$ cat config.mk
export PLATFORM = sky130hd
export DESIGN_NAME = hazard_ctrl
export DESIGN_NICKNAME = d
export VERILOG_FILES = /design/src/rtl/hazard_ctrl.sv
export SDC_FILE = /design/constraint.sdc
export NUM_CORES = 1
export LEC_CHECK = 0
export BUFFER_PORTS_ARGS = -buffer_cell sky130_fd_sc_hd__buf_2
export CORE_MARGIN = 1.5
export CORE_UTILIZATION = 40
export CTS_CLUSTER_SIZE = 14
export DETAILED_ROUTE_END_ITERATION = 16
export SLEW_MARGIN = 30
export SYNTH_ARGS = -nofsm -noshare
export SYNTH_HDL_FRONTEND = slang
export SYNTH_SLANG_ARGS = --single-unit
$ cat constraint.sdc
create_clock -name clk -period 3 [get_ports clk]
set_input_delay 0.75 -clock clk [delete_from_list [all_inputs] [get_ports clk]]
set_output_delay 0.75 -clock clk [all_outputs]
set_load 0.01 [all_outputs]
$ cat src/rtl/hazard_ctrl.sv
// Pipeline hazard unit: operand forwarding, load-use/redirect/busy stall and flush control,
// halt drain/halted FSM, and saturating stall/flush event counters.
module hazard_ctrl #(
  parameter int unsigned DRAIN_CYCLES = 3,
  parameter int unsigned CNT_W        = 32
) (
  input  logic             clk,
  input  logic             reset,
  input  logic [4:0]       ifid_rs1,
  input  logic [4:0]       ifid_rs2,
  input  logic [4:0]       idex_rs1,
  input  logic [4:0]       idex_rs2,
  input  logic [4:0]       idex_rd,
  input  logic             idex_memread,
  input  logic             idex_halt,
  input  logic             ex_redirect,
  input  logic             exmem_regwrite,
  input  logic [4:0]       exmem_rd,
  input  logic             memwb_regwrite,
  input  logic [4:0]       memwb_rd,
  input  logic             dmem_busy,
  input  logic             restart,
  output logic             pc_write,
  output logic             ifid_write,
  output logic             ifid_flush,
  output logic             idex_flush,
  output logic             pipe_en,
  output logic [1:0]       forward_a,
  output logic [1:0]       forward_b,
  output logic             halted,
  output logic [CNT_W-1:0] stall_count,
  output logic [CNT_W-1:0] flush_count
);

  localparam int unsigned    DW         = (DRAIN_CYCLES > 2) ? $clog2(DRAIN_CYCLES) : 1;
  localparam logic [DW-1:0]  DRAIN_LOAD = DW'(DRAIN_CYCLES - 1);
  localparam logic [CNT_W-1:0] CNT_ONE  = CNT_W'(1);
  localparam logic [CNT_W-1:0] CNT_MAX  = {CNT_W{1'b1}};

  typedef enum logic [1:0] {
    RUN    = 2'd0,
    DRAIN  = 2'd1,
    HALTED = 2'd2
  } state_e;

  state_e           state_q;
  logic [DW-1:0]    drain_q;
  logic             halted_q;
  logic [CNT_W-1:0] stall_q, stall_d;
  logic [CNT_W-1:0] flush_q, flush_d;
  logic             load_use_s, halt_go_s, stall_inc_s, flush_inc_s;

  // EX/MEM wins over MEM/WB because it holds the younger result.
  function automatic logic [1:0] fwd_sel(input logic [4:0] rs,
                                         input logic em_we, input logic [4:0] em_rd,
                                         input logic mw_we, input logic [4:0] mw_rd);
    logic [1:0] sel;
    if (em_we && (em_rd != 5'd0) && (em_rd == rs)) begin
      sel = 2'b10;
    end else if (mw_we && (mw_rd != 5'd0) && (mw_rd == rs)) begin
      sel = 2'b01;
    end else begin
      sel = 2'b00;
    end
    return sel;
  endfunction

  assign forward_a = fwd_sel(idex_rs1, exmem_regwrite, exmem_rd, memwb_regwrite, memwb_rd);
  assign forward_b = fwd_sel(idex_rs2, exmem_regwrite, exmem_rd, memwb_regwrite, memwb_rd);

  assign load_use_s = idex_memread && (idex_rd != 5'd0) &&
                      ((idex_rd == ifid_rs1) || (idex_rd == ifid_rs2));

  // Prioritised pipeline control; a halt in RUN outranks a redirect since both name the EX instruction.
  always_comb begin
    pc_write    = 1'b1;
    ifid_write  = 1'b1;
    ifid_flush  = 1'b0;
    idex_flush  = 1'b0;
    pipe_en     = 1'b1;
    halt_go_s   = 1'b0;
    stall_inc_s = 1'b0;
    flush_inc_s = 1'b0;
    if (dmem_busy) begin
      pc_write    = 1'b0;
      ifid_write  = 1'b0;
      pipe_en     = 1'b0;
      stall_inc_s = (state_q == RUN);
    end else if (state_q != RUN) begin
      pc_write   = 1'b0;
      ifid_write = 1'b0;
      idex_flush = 1'b1;
    end else if (idex_halt) begin
      pc_write   = 1'b0;
      ifid_flush = 1'b1;
      idex_flush = 1'b1;
      halt_go_s  = 1'b1;
    end else if (ex_redirect) begin
      ifid_flush  = 1'b1;
      idex_flush  = 1'b1;
      flush_inc_s = 1'b1;
    end else if (load_use_s) begin
      pc_write    = 1'b0;
      ifid_write  = 1'b0;
      idex_flush  = 1'b1;
      stall_inc_s = 1'b1;
    end else begin
      pc_write = 1'b1;
    end
  end

  // Saturating event counter next-state.
  always_comb begin
    stall_d = stall_q;
    flush_d = flush_q;
    if (stall_inc_s && (stall_q != CNT_MAX)) begin
      stall_d = stall_q + CNT_ONE;
    end else begin
      stall_d = stall_q;
    end
    if (flush_inc_s && (flush_q != CNT_MAX)) begin
      flush_d = flush_q + CNT_ONE;
    end else begin
      flush_d = flush_q;
    end
  end

  // Halt FSM, drain counter and event counters.
  always_ff @(posedge clk or negedge reset) begin
    if (!reset) begin
      state_q  <= RUN;
      drain_q  <= {DW{1'b0}};
      halted_q <= 1'b0;
      stall_q  <= {CNT_W{1'b0}};
      flush_q  <= {CNT_W{1'b0}};
    end else begin
      stall_q <= stall_d;
      flush_q <= flush_d;
      case (state_q)
        RUN: begin
          if (halt_go_s) begin
            state_q <= DRAIN;
            drain_q <= DRAIN_LOAD;
          end
        end
        DRAIN: begin
          if (pipe_en) begin
            if (drain_q == {DW{1'b0}}) begin
              state_q  <= HALTED;
              halted_q <= 1'b1;
            end else begin
              drain_q <= drain_q - DW'(1);
            end
          end
        end
        HALTED: begin
          if (restart) begin
            state_q  <= RUN;
            halted_q <= 1'b0;
          end
        end
        default: begin
          state_q  <= RUN;
          halted_q <= 1'b0;
        end
      endcase
    end
  end

  assign halted      = halted_q;
  assign stall_count = stall_q;
  assign flush_count = flush_q;

endmodule
==> results of run 1 <==
## stage by stage
| step | hold slack, ns | util (%) | cells | cell area, sq um |
|---|---|---|---|---|
| 3_5_place_dp | 0.4724 | 49.34 | 625 | 4559 |
| 4_1_cts | 0.4247 | 51.52 | 641 | 4761 |
| 3_3_place_gp | 0.4671 | 49.34 | 625 | 4559 |
| 2_1_floorplan | 0.4544 | - | 384 | 3800 |
| 6_report | 0.3970 | 51.52 | 641 | 4761 |
| 5_1_grt | 0.4292 | 51.52 | 641 | 4761 |
## report_power, final
group | switching [mW] | internal [mW]
sequential | 0.130 | 1.03
combinational | 0.328 | 0.267
clock | 0.368 | 0.409
total | 0.826 | 1.70
## state kept, by name, summed over array words and instances (netlist names)
register / cells
halted: 1
drain_q: 2
flush_count: 32
state_q: 2
stall_count: 32
## Yosys cell counts, drive strengths merged (5+ instances only)
cell    instances
and3           11
and4            8
buf             5
clkbuf          5
dfrtp          69
inv            13
nand2          27
nand3          33
nand4          11
nor2           33
nor3           14
nor4           16
o21ai           6
or4             9
xnor2          34
xor2           56
## critical path: cells and delay by family
family / cells / cell delay [ns]
AOI/OAI and AO/OA: 2 / 0.36
buffers and inverters: 2 / 0.24
and+or+nand+nor: 2 / 0.73
## layout make-up
cell class / instances / area (sq um) / area share (%)
inverter: 13 / 48.80 / 1.025
clock inverter: 5 / 60.06 / 1.261
sequential: 69 / 1727 / 36.27
multi-input combinational: 292 / 1974 / 41.47
timing repair buffer: 122 / 648.1 / 13.61
clock buffer: 11 / 141.4 / 2.970
tap: 129 / 161.4 / 3.390
## how the worst max path moves through the flow
stage / start / to / slack [ns] / depth (start not counted)
after global placement: exmem_rd[1] / forward_b[0] / 0.12 / 6
after CTS: exmem_rd[1] / forward_b[0] / 0.08 / 6
final: idex_rd[1] / ifid_write / 0.17 / 6
after global routing: memwb_rd[2] / forward_b[0] / 0.02 / 6
after floorplan: exmem_rd[1] / forward_a[0] / 0.21 / 4
after detailed placement: exmem_rd[1] / forward_b[0] / 0.07 / 6
## cell families after synthesis
kind of cell               synth area share [%]
AOI/OAI and AO/OA                         3.918
xor gates and xnor gates                  20.74
adders and majority gates                0.9879
buffers and inverters                     2.601
DFF                                       45.44
muxes                                     1.449
and+or+nand+nor                           24.86
## per-layer routing
layer  vias up  GRT usage (%)
met5         -              0
met3        25          3.121
met4         0          8.992
li1       1592              -
met1      1536          24.69
met2        99          28.99
## timing repair
| action | 4_1_cts | 5_1_grt |
|---|---|---|
| gates resized for setup | 0 | 1 |
| hold buffers | 0 | 0 |
| endpoints found under the setup margin | 0 | 1 |
==> run metrics, run 1 <==
Final Routed Wirelength 8974 microns; ANT nets after route 0; routed via count 3252; CP Launch Type input port; effective utilization at floorplan 41.12%; initial antenna violation count 0; vias in the first global route 3129; commonest non-fill, non-tap cell in the layout buf_2; setup TNS 0 ns; drt first pass iters 4; nets 554; DIE HEIGHT 100.5 microns; H-tree levels 3; share of the synthesized area in the top cell type 45.44%; worst rel slew slack 58.08%; Final Cycle Share 94.48%; CTS tree done; Pwr Total 2.529 mW; Wirelength per Cell 14.00 microns; CTS Buffer Depth 2; Crit-path slowest cell or4_1; Reg clk slew, reported paths 0.09 ns; min Tclk post-route 2.834 ns; IR drop worst, VDD 0.0002950 V; # Post-CTS Setup Buffers 0; Final Hold Vio Count 0; GP Congestion 0.8411; #FFs+latches synth 69; Core ar. 9240 sq um; clock latency at the later pin of the worst-skew pair 0.35 ns; setup ws final 0.1656 ns; # fillers 872; top routing layer used met4; CTS Buf Count 9; EDFF count, synth 0; worst slack, placed 0.07445 ns; Avg Inst Size Synth 9.896 sq um; power per cell area 531.3 nW/um^2; most frequent cells in the layout buf_2 (117), dfrtp_1 (69), xor2_1 (56); post-synth top area cell dfrtp_1; die width 100.5 microns; clk_skew 0.01746 ns; RSZ-0062 raised after global routing false; R2R cell count 7; root buffer cell clkbuf_8; Routed met1 length 4221 microns; final setup fails 0; area grow syn2layout 25.29%; Synth Flop Type dfrtp_1; port bufs 117; clk sinks 69; # IOs 118; R2R Path End stall_count[17]$_DFFE_PN0P_; Leak 2.473 nW; Worst Path Max Fanout 3; layout cells sized above 1 29.49%; Routed met3 length 373 microns; WP data required 2.25 ns; DR DRC count 0; largest net degree at the start of global routing 70; fraction of registers with async set or reset after synthesis 100.0%; Post-Synthesis Net Count 431; # rows 35; CP peak stage delay 0.50 ns; Least-Margin Pin Slew 0.6230 ns; Slew Viols, Final 0; status complete, no violations; Reg2Reg Setup Slack 0.58 ns; global-route wire length before repair 14760 microns; Antenna diodes 0; CP endpoint kind output pin; HP Class in -> async; die area 10090 sq um; worst setup path category in -> out; Gate Count Post-Synth 384; CP arrival 2.08 ns; DR iter-0 viols 101; Total GRT Usage 18.41%; yosys warns 0; WL met2 4074 microns; worst path cell trace buf_2 > or4_1 > o21ai_0 > nand2b_1 > o31a_1 > buf_2; Reg2Reg Launch Point stall_count[0]$_DFFE_PN0P_; ranking of synthesized cells by area dfrtp_1 (45%), xor2_1 (13%), xnor2_1 (7.8%); register area share after synthesis 45.44%; maxcap violations 0; Mapped Area 3800 sq um; Remaining Overflow, GRT 0; Final HPWL DP 6740 microns; CP most frequent cell buf_2; Max Freq 352.8 MHz; DR vias/cell 5.073; Yosys cell types 40
No activity file was read; power rests on OpenSTA's default activity.
==> run 2, diff against run 1 <==
Settings changed: CELL_PAD_IN_SITES_DETAIL_PLACEMENT set to 0, CELL_PAD_IN_SITES_GLOBAL_PLACEMENT set to 1, CORE_UTILIZATION 40 to 39, PLACE_DENSITY_LB_ADDON set to 0.1.
==> run 2 against run 1 <==
Against the previous run:
- register-to-register slack about the same
- largest power group unchanged
- first-iteration DRC count fell by 59%
- sequential share of layout area is 0.40 points lower
- cell area is 1.1% higher
- via count is 2.2% lower
- critical path type unchanged
- sequential cell count stayed put
- final cell count fell by 0.16%
- maximum frequency shrank 1.7%
- clock power is 23% higher
- hold slack better by 0.023 ns
==> run metrics, run 2 (same netlist as run 1, synthesis figures left out) <==
Final Cycle Share 96.14% (+1.7 points); status complete, no violations; RSZ-0062 raised after global routing false; area grow syn2layout 26.67%; effective utilization at floorplan 40.74% (-0.39 points); vias in the first global route 3018 (-3.5%); Final Hold Vio Count 0 (unchanged); Final HPWL DP 6677 microns (-0.94%); setup TNS 0 ns (unchanged); Reg clk slew, reported paths 0.08 ns (about the same); clock latency at the later pin of the worst-skew pair 0.34 ns (about the same); cell area after layout 4813 sq um (+1.1%); Final Routed Wirelength 8921 microns (-0.59%); CTS Buffer Depth 2 (unchanged); final setup fails 0 (unchanged); # Post-CTS Setup Buffers 0 (unchanged); sequential share of power 43.0% (-2.8 points); hold slack 0.4200 ns (+0.02305 ns); CP arrival 2.13 ns (+0.05 ns); port bufs 117 (unchanged); Area after DPL 4552 sq um (-0.16%); worst setup path category in -> out; internal power 1.888 mW (+11%); DIE HEIGHT 101.7 microns (+1.2%); Slew Viols, Final 0 (unchanged); worst path cell trace buf_2 > or4_1 > o21ai_2 > nor4_1 > nor4_1 > buf_2; switching share of total power 29.93% (-2.7 points); DR vias/cell 4.972 (-2.0%); Remaining Overflow, GRT 0 (unchanged); Comb power frac 21.5% (-2.0 points); H-tree levels 3 (unchanged); Antenna diodes 0 (unchanged); HP Class in -> async; net load switching power 806.4 uW (-2.4%); clk_skew 0.008320 ns (-0.009143 ns); initial antenna violation count 0 (unchanged); root buffer cell clkbuf_8; Max Freq 346.7 MHz (-1.7%); drt first pass iters 4 (unchanged); storage element area 1727 sq um (unchanged); ANT nets after route 0 (unchanged); Total GRT Usage 17.75% (-0.66 points); nets 553 (-0.18%); # IOs 118 (unchanged); commonest non-fill, non-tap cell in the layout buf_2; Crit-path slowest cell or4_1; Core ar. 9328 sq um (+0.95%); worst slack, placed 0.03857 ns (-0.03588 ns); GP Congestion 0.8362 (-0.58%); # fillers 895 (+2.6%); largest net degree at the start of global routing 70 (unchanged); global-route wire length before repair 14450 microns (-2.1%); Post-CTS Resized 0 (unchanged); routed via count 3182 (-2.2%); Multi-input gate area 1978 sq um (+0.19%); DR DRC count 0 (unchanged); maxcap violations 0 (unchanged); Leak 2.495 nW (+0.91%); Least-Margin Pin Slew 0.6146 ns (-0.008431 ns); DR iter-0 viols 41 (-59%); CTS Buf Count 9 (unchanged); CP endpoint kind output pin; CP peak stage delay 0.55 ns (+0.05 ns); CTS tree done; clk sinks 69 (unchanged); worst rel slew slack 58.65% (+0.57 points); WP data required 2.25 ns (about the same); # rows 35 (unchanged); Pwr Total 2.694 mW (+6.5%); min Tclk post-route 2.884 ns (+0.04985 ns); Worst Path Max Fanout 3 (unchanged); layout cells sized above 1 29.75% (+0.25 points); CP Launch Type input port; most frequent cells in the layout buf_2 (117), dfrtp_1 (69), xor2_1 (56); Wirelength per Cell 13.94 microns (-0.44%); power per cell area 559.8 nW/um^2 (+5.4%); setup ws final 0.1157 ns (-0.04985 ns); die area 10340 sq um (+2.5%); die width 101.7 microns (+1.2%); hold_buf cts 0 (unchanged); Clk network pwr share 35.5% (+4.8 points); IR drop worst, VDD 0.0002815 V (-4.6%)
==> run 2: final cells by class <==
class | instances | share of cell area [%]
multi-input combinational | 292 | 41.10
clock inverter | 5 | 2.210
timing repair buffer | 121 | 13.31
inverter | 13 | 1.014
tap | 129 | 3.353
sequential | 69 | 35.87
clock buffer | 11 | 3.145
==> run 2: critical path, delay by kind of cell <==
kind | cells | cell delay (ns)
AOI/OAI and AO/OA | 1 | 0.16
and+or+nand+nor | 3 | 0.93
buffers and inverters | 2 | 0.30
==> run 2: power groups by stage <==
stage,Combinational (mW),Sequential [mW],Clock (mW)
after floorplan,0.345,1.17,0
after global placement,0.577,1.17,0
after detailed placement,0.590,1.18,0
after CTS,0.592,1.16,0.981
after global routing,0.646,1.18,1.03
final,0.579,1.16,0.956
==> run 2: routing by layer <==
metal	vias up	share of wire [%]	track usage [%]	wire, microns
met4	0	0.78	3.739	70
met5	-	0	0	0
met3	7	4.6	5.038	407
met2	72	49	30.56	4390
li1	1584	-	-	-
met1	1519	45	22.22	4052
==> run 2: final timing paths <==
kind                                        startpoint                     endpoint  slack, ns  cells after the start
max                                        exmem_rd[1]                 forward_b[0]       0.12                      6
min                                              reset  stall_count[28]$_DFFE_PN0P_       0.42                      2
max reg2reg                     state_q[0]$_DFFE_PN0P_  flush_count[31]$_DFFE_PN0P_       0.58                      6
min reg2reg                stall_count[28]$_DFFE_PN0P_  stall_count[28]$_DFFE_PN0P_       0.48                      1
max in group asynchronous                        reset  flush_count[30]$_DFFE_PN0P_       2.27                      2
min in group clk           stall_count[28]$_DFFE_PN0P_  stall_count[28]$_DFFE_PN0P_       0.48                      1
==> run 2: stage by stage <==
stage / cells / utilization [%]
finish: 640 / 51.60
global route: 640 / 51.60
CTS: 640 / 51.56
detailed placement: 624 / 48.80
global placement: 624 / 48.80
floorplan: 384 / -
